File: config.mk
export PLATFORM = sky130hd
export DESIGN_NAME = control_flat
export DESIGN_NICKNAME = d
export VERILOG_FILES = /design/src/rtl/control_pkg.sv /design/src/rtl/control_if.sv /design/src/rtl/control.sv /design/src/flat_wrapper.sv
export SDC_FILE = /design/constraint.sdc
export NUM_CORES = 1
export LEC_CHECK = 0
export ABC_AREA = 1
export BUFFER_PORTS_ARGS = -buffer_cell sky130_fd_sc_hd__buf_4
export CAP_MARGIN = 0
export CORE_UTILIZATION = 35
export DETAILED_ROUTE_END_ITERATION = 10
export MAX_ROUTING_LAYER = met4
export PLACE_DENSITY = 0.69
export SLEW_MARGIN = 20
export SYNTH_ARGS = -nofsm -noshare
export SYNTH_HDL_FRONTEND = slang
export SYNTH_SLANG_ARGS = --single-unit
export TNS_END_PERCENT = 100
File: constraint.sdc
create_clock -name vclk -period 1.3
set_clock_uncertainty 0.1 [all_clocks]
set_input_delay 0.195 -clock vclk [all_inputs]
set_output_delay 0.195 -clock vclk [all_outputs]
set_load 0.05 [all_outputs]
File: src/rtl/control_pkg.sv
// ---------------------------------------------------------------------------
// control_pkg -- shared DLX constants for the decode, ALU and memory stages.
//   * opcode / funct field encodings
//   * ALU operation, register-file class and memory access-size encodings
//   * decoded control-word struct and its idle (NOP) value
//   * helpers mapping R-type funct and ALU-immediate opcodes to ALU ops
// ---------------------------------------------------------------------------
package control_pkg;

  // Opcodes (instruction[31:26])
  localparam logic [5:0] OP_RTYPE  = 6'h00;
  localparam logic [5:0] OP_FPTYPE = 6'h01;
  localparam logic [5:0] OP_J      = 6'h02;
  localparam logic [5:0] OP_JAL    = 6'h03;
  localparam logic [5:0] OP_BEQZ   = 6'h04;
  localparam logic [5:0] OP_BNEZ   = 6'h05;
  localparam logic [5:0] OP_ADDI   = 6'h08;
  localparam logic [5:0] OP_ADDUI  = 6'h09;
  localparam logic [5:0] OP_SUBI   = 6'h0A;
  localparam logic [5:0] OP_SUBUI  = 6'h0B;
  localparam logic [5:0] OP_ANDI   = 6'h0C;
  localparam logic [5:0] OP_ORI    = 6'h0D;
  localparam logic [5:0] OP_XORI   = 6'h0E;
  localparam logic [5:0] OP_LHI    = 6'h0F;
  localparam logic [5:0] OP_JR     = 6'h12;
  localparam logic [5:0] OP_JALR   = 6'h13;
  localparam logic [5:0] OP_SLLI   = 6'h14;
  localparam logic [5:0] OP_SRLI   = 6'h16;
  localparam logic [5:0] OP_SRAI   = 6'h17;
  localparam logic [5:0] OP_SEQI   = 6'h18;
  localparam logic [5:0] OP_SNEI   = 6'h19;
  localparam logic [5:0] OP_SLTI   = 6'h1A;
  localparam logic [5:0] OP_SGTI   = 6'h1B;
  localparam logic [5:0] OP_SLEI   = 6'h1C;
  localparam logic [5:0] OP_SGEI   = 6'h1D;
  localparam logic [5:0] OP_LB     = 6'h20;
  localparam logic [5:0] OP_LH     = 6'h21;
  localparam logic [5:0] OP_LW     = 6'h23;
  localparam logic [5:0] OP_LBU    = 6'h24;
  localparam logic [5:0] OP_LHU    = 6'h25;
  localparam logic [5:0] OP_LF     = 6'h26;
  localparam logic [5:0] OP_LD     = 6'h27;
  localparam logic [5:0] OP_SB     = 6'h28;
  localparam logic [5:0] OP_SH     = 6'h29;
  localparam logic [5:0] OP_SW     = 6'h2B;
  localparam logic [5:0] OP_SF     = 6'h2E;
  localparam logic [5:0] OP_SD     = 6'h2F;

  // R-type funct codes (instruction[5:0])
  localparam logic [5:0] F_SLL  = 6'h04;
  localparam logic [5:0] F_SRL  = 6'h06;
  localparam logic [5:0] F_SRA  = 6'h07;
  localparam logic [5:0] F_ADD  = 6'h20;
  localparam logic [5:0] F_ADDU = 6'h21;
  localparam logic [5:0] F_SUB  = 6'h22;
  localparam logic [5:0] F_SUBU = 6'h23;
  localparam logic [5:0] F_AND  = 6'h24;
  localparam logic [5:0] F_OR   = 6'h25;
  localparam logic [5:0] F_XOR  = 6'h26;
  localparam logic [5:0] F_SEQ  = 6'h28;
  localparam logic [5:0] F_SNE  = 6'h29;
  localparam logic [5:0] F_SLT  = 6'h2A;
  localparam logic [5:0] F_SGT  = 6'h2B;
  localparam logic [5:0] F_SLE  = 6'h2C;
  localparam logic [5:0] F_SGE  = 6'h2D;

  localparam logic [4:0] LINK_REG = 5'd31;

  typedef enum logic [3:0] {
    ALU_ADD = 4'h0, ALU_SUB = 4'h1, ALU_AND = 4'h2, ALU_OR  = 4'h3,
    ALU_XOR = 4'h4, ALU_SLL = 4'h5, ALU_SRL = 4'h6, ALU_SRA = 4'h7,
    ALU_SEQ = 4'h8, ALU_SNE = 4'h9, ALU_SLT = 4'hA, ALU_SGT = 4'hB,
    ALU_SLE = 4'hC, ALU_SGE = 4'hD, ALU_LHI = 4'hE, ALU_PASSA = 4'hF
  } alu_e;

  typedef enum logic [1:0] {
    FP_INT = 2'b00, FP_SINGLE = 2'b01, FP_DOUBLE = 2'b10
  } fpoint_e;

  typedef enum logic [1:0] {
    DS_BYTE = 2'b00, DS_HALF = 2'b01, DS_WORD = 2'b10, DS_DOUBLE = 2'b11
  } dsize_e;

  typedef struct packed {
    logic    valid;
    alu_e    op;
  } alu_sel_t;

  typedef struct packed {
    logic       regdst;
    logic       alusrc;
    logic       mem2reg;
    logic       regwrite;
    logic       memwrite;
    logic       branch;
    logic       jump;
    alu_e       aluctrl;
    logic       extop;
    fpoint_e    fpoint;
    logic [4:0] rd;
    dsize_e     dsize;
    logic       loadext;
    logic       jal;
    logic       jar;
  } ctrl_t;

  // Idle control word; rd is overwritten with the instruction field by the decoder.
  localparam ctrl_t CTRL_IDLE = '{
    regdst: 1'b0, alusrc: 1'b0, mem2reg: 1'b0, regwrite: 1'b0,
    memwrite: 1'b0, branch: 1'b0, jump: 1'b0, aluctrl: ALU_ADD,
    extop: 1'b1, fpoint: FP_INT, rd: 5'd0, dsize: DS_WORD,
    loadext: 1'b0, jal: 1'b0, jar: 1'b0
  };

  // R-type / FP R-type funct -> ALU op; valid=0 for unassigned codes.
  function automatic alu_sel_t funct_to_alu(input logic [5:0] funct);
    alu_sel_t s;
    s.valid = 1'b1;
    s.op    = ALU_ADD;
    case (funct)
      F_SLL:          s.op = ALU_SLL;
      F_SRL:          s.op = ALU_SRL;
      F_SRA:          s.op = ALU_SRA;
      F_ADD, F_ADDU:  s.op = ALU_ADD;
      F_SUB, F_SUBU:  s.op = ALU_SUB;
      F_AND:          s.op = ALU_AND;
      F_OR:           s.op = ALU_OR;
      F_XOR:          s.op = ALU_XOR;
      F_SEQ:          s.op = ALU_SEQ;
      F_SNE:          s.op = ALU_SNE;
      F_SLT:          s.op = ALU_SLT;
      F_SGT:          s.op = ALU_SGT;
      F_SLE:          s.op = ALU_SLE;
      F_SGE:          s.op = ALU_SGE;
      default:        s.valid = 1'b0;
    endcase
    return s;
  endfunction

  // ALU-immediate opcode -> ALU op; valid=0 for any other opcode.
  function automatic alu_sel_t imm_to_alu(input logic [5:0] opcode);
    alu_sel_t s;
    s.valid = 1'b1;
    s.op    = ALU_ADD;
    case (opcode)
      OP_ADDI, OP_ADDUI: s.op = ALU_ADD;
      OP_SUBI, OP_SUBUI: s.op = ALU_SUB;
      OP_ANDI:           s.op = ALU_AND;
      OP_ORI:            s.op = ALU_OR;
      OP_XORI:           s.op = ALU_XOR;
      OP_LHI:            s.op = ALU_LHI;
      OP_SLLI:           s.op = ALU_SLL;
      OP_SRLI:           s.op = ALU_SRL;
      OP_SRAI:           s.op = ALU_SRA;
      OP_SEQI:           s.op = ALU_SEQ;
      OP_SNEI:           s.op = ALU_SNE;
      OP_SLTI:           s.op = ALU_SLT;
      OP_SGTI:           s.op = ALU_SGT;
      OP_SLEI:           s.op = ALU_SLE;
      OP_SGEI:           s.op = ALU_SGE;
      default:           s.valid = 1'b0;
    endcase
    return s;
  endfunction

endpackage

File: src/rtl/control_if.sv
// ---------------------------------------------------------------------------
// control_if -- instruction word in, decoded control signals out.
//   master : fetch/decode side, drives instruction, observes controls
//   slave  : the control decoder
// ---------------------------------------------------------------------------
interface control_if;
  import control_pkg::*;

  logic [31:0] instruction;
  logic        regdst;
  logic        alusrc;
  logic        mem2reg;
  logic        regwrite;
  logic        memwrite;
  logic        branch;
  logic        jump;
  alu_e        aluctrl;
  logic        extop;
  fpoint_e     fpoint;
  logic [4:0]  rd;
  logic [4:0]  rs1;
  logic [4:0]  rs2;
  dsize_e      dsize;
  logic        loadext;
  logic        jal;
  logic        jar;

  modport master (
    output instruction,
    input  regdst, alusrc, mem2reg, regwrite, memwrite, branch, jump,
           aluctrl, extop, fpoint, rd, rs1, rs2, dsize, loadext, jal, jar
  );

  modport slave (
    input  instruction,
    output regdst, alusrc, mem2reg, regwrite, memwrite, branch, jump,
           aluctrl, extop, fpoint, rd, rs1, rs2, dsize, loadext, jal, jar
  );
endinterface

File: src/rtl/control.sv
// ---------------------------------------------------------------------------
// control -- purely combinational DLX main decoder.
//   clk, rst : present for a uniform pipeline-stage port list; no state here,
//              so outputs follow the instruction with zero latency.
//   bus      : control_if.slave; instruction in, all control fields out.
// Unrecognised opcodes/functs decode to the idle (NOP) control word.
// ---------------------------------------------------------------------------
module control
  import control_pkg::*;
(
  input  logic      clk,
  input  logic      rst,
  control_if.slave  bus
);

  logic [5:0] w_opcode;
  logic [5:0] w_funct;
  alu_sel_t   w_rsel;
  alu_sel_t   w_isel;
  ctrl_t      w_ctl;
  logic       w_unused;

  assign w_opcode = bus.instruction[31:26];
  assign w_funct  = bus.instruction[5:0];
  assign w_rsel   = funct_to_alu(w_funct);
  assign w_isel   = imm_to_alu(w_opcode);

  // Shift-amount bits and the stage clock/reset are not needed by the decoder.
  assign w_unused = &{1'b0, clk, rst, bus.instruction[10:6]};

  always_comb begin
    w_ctl    = CTRL_IDLE;
    w_ctl.rd = bus.instruction[15:11];
    case (w_opcode)
      OP_RTYPE, OP_FPTYPE: begin
        if (w_rsel.valid) begin
          w_ctl.regdst   = 1'b1;
          w_ctl.regwrite = 1'b1;
          w_ctl.aluctrl  = w_rsel.op;
          // FP variants select the double file via funct bit 0.
          if (w_opcode == OP_FPTYPE)
            w_ctl.fpoint = w_funct[0] ? FP_DOUBLE : FP_SINGLE;
        end
      end
      OP_LB, OP_LH, OP_LW, OP_LBU, OP_LHU, OP_LF, OP_LD: begin
        w_ctl.alusrc   = 1'b1;
        w_ctl.mem2reg  = 1'b1;
        w_ctl.regwrite = 1'b1;
        w_ctl.loadext  = !(w_opcode == OP_LBU || w_opcode == OP_LHU);
        case (w_opcode)
          OP_LB, OP_LBU: w_ctl.dsize = DS_BYTE;
          OP_LH, OP_LHU: w_ctl.dsize = DS_HALF;
          OP_LF:         begin w_ctl.dsize = DS_WORD;   w_ctl.fpoint = FP_SINGLE; end
          OP_LD:         begin w_ctl.dsize = DS_DOUBLE; w_ctl.fpoint = FP_DOUBLE; end
          default:       w_ctl.dsize = DS_WORD;
        endcase
      end
      OP_SB, OP_SH, OP_SW, OP_SF, OP_SD: begin
        w_ctl.alusrc   = 1'b1;
        w_ctl.memwrite = 1'b1;
        case (w_opcode)
          OP_SB:   w_ctl.dsize = DS_BYTE;
          OP_SH:   w_ctl.dsize = DS_HALF;
          OP_SF:   begin w_ctl.dsize = DS_WORD;   w_ctl.fpoint = FP_SINGLE; end
          OP_SD:   begin w_ctl.dsize = DS_DOUBLE; w_ctl.fpoint = FP_DOUBLE; end
          default: w_ctl.dsize = DS_WORD;
        endcase
      end
      // The eq/ne sense is taken from instruction[26] by the branch unit.
      OP_BEQZ, OP_BNEZ: w_ctl.branch = 1'b1;
      OP_J:             w_ctl.jump   = 1'b1;
      OP_JAL: begin
        w_ctl.jump     = 1'b1;
        w_ctl.jal      = 1'b1;
        w_ctl.regwrite = 1'b1;
        w_ctl.regdst   = 1'b1;
        w_ctl.rd       = LINK_REG;
      end
      OP_JR:            w_ctl.jar    = 1'b1;
      OP_JALR: begin
        w_ctl.jar      = 1'b1;
        w_ctl.jal      = 1'b1;
        w_ctl.regwrite = 1'b1;
        w_ctl.regdst   = 1'b1;
        w_ctl.rd       = LINK_REG;
      end
      default: begin
        if (w_isel.valid) begin
          w_ctl.alusrc   = 1'b1;
          w_ctl.regwrite = 1'b1;
          w_ctl.aluctrl  = w_isel.op;
          // Unsigned and logical immediates are zero-extended.
          w_ctl.extop    = !(w_opcode == OP_ADDUI || w_opcode == OP_SUBUI ||
                             w_opcode == OP_ANDI  || w_opcode == OP_ORI   ||
                             w_opcode == OP_XORI);
        end
      end
    endcase
  end

  assign bus.regdst   = w_ctl.regdst;
  assign bus.alusrc   = w_ctl.alusrc;
  assign bus.mem2reg  = w_ctl.mem2reg;
  assign bus.regwrite = w_ctl.regwrite;
  assign bus.memwrite = w_ctl.memwrite;
  assign bus.branch   = w_ctl.branch;
  assign bus.jump     = w_ctl.jump;
  assign bus.aluctrl  = w_ctl.aluctrl;
  assign bus.extop    = w_ctl.extop;
  assign bus.fpoint   = w_ctl.fpoint;
  assign bus.rd       = w_ctl.rd;
  assign bus.rs1      = bus.instruction[25:21];
  assign bus.rs2      = bus.instruction[20:16];
  assign bus.dsize    = w_ctl.dsize;
  assign bus.loadext  = w_ctl.loadext;
  assign bus.jal      = w_ctl.jal;
  assign bus.jar      = w_ctl.jar;

endmodule

File: src/flat_wrapper.sv
// flat-port wrapper written by rule: the top's interface ports become plain ports
module control_flat import control_pkg::*;
  (clk, rst, bus_instruction, bus_regdst, bus_alusrc, bus_mem2reg, bus_regwrite, bus_memwrite, bus_branch, bus_jump, bus_aluctrl, bus_extop, bus_fpoint, bus_rd, bus_rs1, bus_rs2, bus_dsize, bus_loadext, bus_jal, bus_jar);
  control_if bus_i ();
  input  logic clk;
  input  logic rst;
  input wire logic [$bits(bus_i.instruction)-1:0] bus_instruction;
  output wire logic [$bits(bus_i.regdst)-1:0] bus_regdst;
  output wire logic [$bits(bus_i.alusrc)-1:0] bus_alusrc;
  output wire logic [$bits(bus_i.mem2reg)-1:0] bus_mem2reg;
  output wire logic [$bits(bus_i.regwrite)-1:0] bus_regwrite;
  output wire logic [$bits(bus_i.memwrite)-1:0] bus_memwrite;
  output wire logic [$bits(bus_i.branch)-1:0] bus_branch;
  output wire logic [$bits(bus_i.jump)-1:0] bus_jump;
  output wire logic [$bits(bus_i.aluctrl)-1:0] bus_aluctrl;
  output wire logic [$bits(bus_i.extop)-1:0] bus_extop;
  output wire logic [$bits(bus_i.fpoint)-1:0] bus_fpoint;
  output wire logic [$bits(bus_i.rd)-1:0] bus_rd;
  output wire logic [$bits(bus_i.rs1)-1:0] bus_rs1;
  output wire logic [$bits(bus_i.rs2)-1:0] bus_rs2;
  output wire logic [$bits(bus_i.dsize)-1:0] bus_dsize;
  output wire logic [$bits(bus_i.loadext)-1:0] bus_loadext;
  output wire logic [$bits(bus_i.jal)-1:0] bus_jal;
  output wire logic [$bits(bus_i.jar)-1:0] bus_jar;
  assign bus_i.instruction = bus_instruction;
  assign bus_regdst = bus_i.regdst;
  assign bus_alusrc = bus_i.alusrc;
  assign bus_mem2reg = bus_i.mem2reg;
  assign bus_regwrite = bus_i.regwrite;
  assign bus_memwrite = bus_i.memwrite;
  assign bus_branch = bus_i.branch;
  assign bus_jump = bus_i.jump;
  assign bus_aluctrl = bus_i.aluctrl;
  assign bus_extop = bus_i.extop;
  assign bus_fpoint = bus_i.fpoint;
  assign bus_rd = bus_i.rd;
  assign bus_rs1 = bus_i.rs1;
  assign bus_rs2 = bus_i.rs2;
  assign bus_dsize = bus_i.dsize;
  assign bus_loadext = bus_i.loadext;
  assign bus_jal = bus_i.jal;
  assign bus_jar = bus_i.jar;
  control u_core (.clk(clk), .rst(rst), .bus(bus_i));
endmodule
After elaboration in Yosys (flattened, before gate mapping):

Cells that the tools add are included.

* eq/ne operators: 52
* muxes and demuxes: 30
* reductions and logical operators: 27

Operator list (number)
* 6-bit equality test, second input constant: 25
* 6-bit by 5-bit equality test with 1-bit output, second input constant: 11
* 4-bit one-hot mux with 14 select lines: 1
* 4-bit one-hot mux with 13 select lines: 1
* 6-bit by 4-bit equality test with 1-bit output, second input constant: 8
* 6-bit by 3-bit equality test with 1-bit output, second input constant: 5
* 20-bit OR reduction: 1
* 2-bit one-hot mux with 3 select lines: 3
* 18-bit OR reduction: 1
* 2-bit OR reduction: 9
* 9-bit OR reduction: 2
* 17-bit OR reduction: 1
* 16-bit OR reduction: 1
* 6-bit by 2-bit equality test with 1-bit output, second input constant: 2
* 1-bit 2-to-1 mux: 12
* 2-bit one-hot mux with 2 select lines: 3
* 12-bit OR reduction: 1
* 5-bit 2-to-1 mux: 2
* 4-bit one-hot mux with 2 select lines: 1
* 8-bit OR reduction: 1
* 7-bit OR reduction: 1
* 6-bit by 1-bit equality test with 1-bit output, second input constant: 1
* 6-bit logical NOT: 1
* 2-bit 2-to-1 mux: 3
* other kinds (6): 12

* register bits after elaboration: 0
* word-level logic and storage cells: 109
* input port bits: 34

Logic depth before layout (Yosys ltp):

* depth after elaboration: 8
* gate-level depth with buffers: 9

Worst setup path after synthesis:

No wires, ideal clock.

* path kind: input-to-output
* start: input port bus_instruction[28]
* end: output port bus_jar
* cell stages on the path: 4
* path slack: -0.961 ns
* arrival: 1.966 ns
* path buffers: 1
* path through: buf_4 > nor2_4 > inv_2 > nor4_1

* longest elaborated chain between the ends: 3

RTL lines
* start: declaration: line flat_wrapper.sv:7 `input wire logic [$bits(bus_i.instruction)-1:0] bus_instruction;`
* 6-bit by 5-bit equality test with 1-bit output: line control.sv:34 `case (w_opcode)`
* 2-bit OR reduction (no source line) (*)
* 1-bit 2-to-1 mux (*): line control.sv:34
* end: declaration: line flat_wrapper.sv:24 `output wire logic [$bits(bus_i.jar)-1:0] bus_jar;`

Mark *: on every way between the ends. The rest lies on a longest branch, timed or not.

Worst setup path in the final report:

* start: input port bus_instruction[27]
* end: output port bus_memwrite

* longest elaborated chain between the ends: 3

RTL lines
* 6-bit equality test: line control.sv:34
* 5-bit OR reduction (*): line control.sv:34
* 1-bit 2-to-1 mux (*): line control.sv:34
* end: declaration: line flat_wrapper.sv:12 `output wire logic [$bits(bus_i.memwrite)-1:0] bus_memwrite;`

Marks and branches as above.

==> qor.yml <==
die:
  coreArea_um2: 2233
  dieHeight_um: 50.91
  initial_core_util: 0.3748
  rows: 17
  die_w_um: 50.91
  dieArea_um2: 2591
  num_io_pins: 68
sta:
  setup_tns_ns: -5.772
  finalMaxSlewViolations: 0
  fmax_mhz: 579.2
  setup_viol: 24
  post-route-period-util: 1.328
  setup_ws_ns: -0.4265
  worst_pin_slew_ns: 0.2861
  rsz0062_at_grt: "true"
  final.min_clock_period_ns: 1.727
  slew_headroom: 0.8088
  hold_viol: 0
global_route:
  grt_pass1_wl_um: 6285
  grt_max_degree: 9
  overflow: 0
  grt_pass1_vias: 1389
  antenna_found_initial: 0
  grt_use_total: 0.3213
route:
  first_iter_violations: 98
  via_per_inst: 6.206
  vias: 1626
  wirelength_um: 5668
  antenna_left: 0
  first_pass_iters: 4
  wl_per_cell_um: 21.63
  drc: 0
logic_synthesis:
  yosysSeqAreaShare: 0
  avgSynthCellArea_um2: 5.232
  synth_cell_type_count: 32
  syn-num-nets: 194
  syn_inst: 160
  netlist_area_um2: 837.1
  yosysWarnings: 0
worst_hold_path:
  min_path_cells: 0
  hold_end: "bus_rs1[1]"
  hp-class: "in -> out"
  holdCritStartpoint: "bus_instruction[22]"
power_and_ir_drop:
  ir_worst_vdd_mv: 0.3060
  powerDensity_nw_per_um2: 378.2
  leakagePower_nw: 1.012
critical_path:
  critPathArrivalTime_ns: 1.43
  critical_path_class: "in -> out"
  critPathCaptureType: "primary output"
  crit_fanout: 6
  crit_path_start_kind: "input pin"
  crit_required_ns: 1.00
cells_and_area:
  regArea_um2: 0
  drive_above_1_share: 0.8248
  fin_cells: 262
  seq_cell_count: 0
  final_area_um2: 2132
  synthToLayoutAreaGrowth_pct: 154.7
  n_antenna_cell: 0
  fin_nets: 270
  clock_buffers: 0
run:
  drv_cap: 0
placement:
  post-place-cells: 249
  port_buffers: 41
  gp_congestion: 0.8929
  place_area_um2: 1524
  dp.final_hpwl_um: 2528
cts:
  postCtsHoldBufs: 0
status:
  violations: "negative setup slack"
  status: "finished with violations"
[repair_timing]
action	CTS	global route
endpoints found under the hold margin	0	0
setup endpoints to repair	24	24
resized for setup	110	31
buffers inserted	7	8
pin swaps	32	33
[layout make-up]
cell class	instances	area [µm²]
multi-input cells	123	1081
inverters	24	121.4
repair buffers	87	894.6
fillers	51	101.3
well taps	28	35.03
[power breakdown]
part / leakage, nW / switching [mW] / internal (mW)
Sequential: 0 / 0 / 0
Combinational: 1.01 / 0.465 / 0.341
Clock: 0 / 0 / 0
[per-stage QoR]
stage	util	worst slack (ns)	hold WS (ns)	power, mW
2_1_floorplan	-	-0.3285	0.3573	0.4381
6_report	0.9546	-0.4265	0.2900	0.8064
4_1_cts	0.8857	-0.2355	0.2903	0.7083
3_5_place_dp	0.6824	-0.3845	0.2903	0.5587
3_3_place_gp	0.6824	-0.3641	0.2903	0.5520
5_1_grt	0.9546	-0.4366	0.2901	0.8245
[worst max-delay path by stage]
stage                     slack (ns)            to           startpoint
after detailed placement       -0.38  bus_dsize[1]  bus_instruction[27]
after CTS                      -0.24    bus_alusrc  bus_instruction[27]
after floorplan                -0.33  bus_dsize[0]  bus_instruction[28]
final                          -0.43  bus_memwrite  bus_instruction[27]
after global routing           -0.44  bus_regwrite   bus_instruction[3]
after global placement         -0.36  bus_regwrite  bus_instruction[27]
[synthesized netlist by cell type (2+ instances only)]
cell type	n	area (µm²)
or2_1	6	37.54
nor2_1	20	75.07
nand2_2	2	12.51
a31oi_1	2	12.51
nand4_1	2	12.51
inv_1	14	52.55
o21ai_0	3	15.01
nor2_4	3	33.78
nand2_1	38	142.6
nor2_2	5	31.28
inv_2	9	33.78
buf_4	12	90.09
o2111ai_1	2	17.52
nand3b_1	2	15.01
nand3_1	23	115.1
[metal layers]
layer / vias to the layer above / share of wire / global-route usage
li1: 663 / - / -
met1: 745 / 0.32 / 0.3298
met2: 152 / 0.50 / 0.6228
met3: 66 / 0.085 / 0.02381
met4: 0 / 0.099 / 0.1250
met5: - / 0 / -
[cell families after synthesis]
kind of cell    share of synthesized area
simple gates                       0.6428
buf+inv                            0.2317
compound gates                     0.1256
[layout by cell type (no fill, tap or decap), types with 10 or more instances in the layout]
| master | instances |
|---|---|
| buf_4 | 49 |
| nand2_2 | 18 |
| nor2_4 | 17 |
| buf_6 | 17 |
| buf_8 | 17 |
| inv_2 | 13 |
| nand2_4 | 12 |
| nand3_2 | 12 |
| nand2_1 | 10 |
[critical path, cell delays in order]
cell and delay (ns):
buf_12 0.10, clkinvlp_4 0.14, nor2_4 0.21, inv_2 0.08, nand2_2 0.07, a21oi_2 0.07, nor2_4 0.22, clkinvlp_4 0.17
buf_6 0.17
No activity file was read; power rests on OpenSTA's default activity.
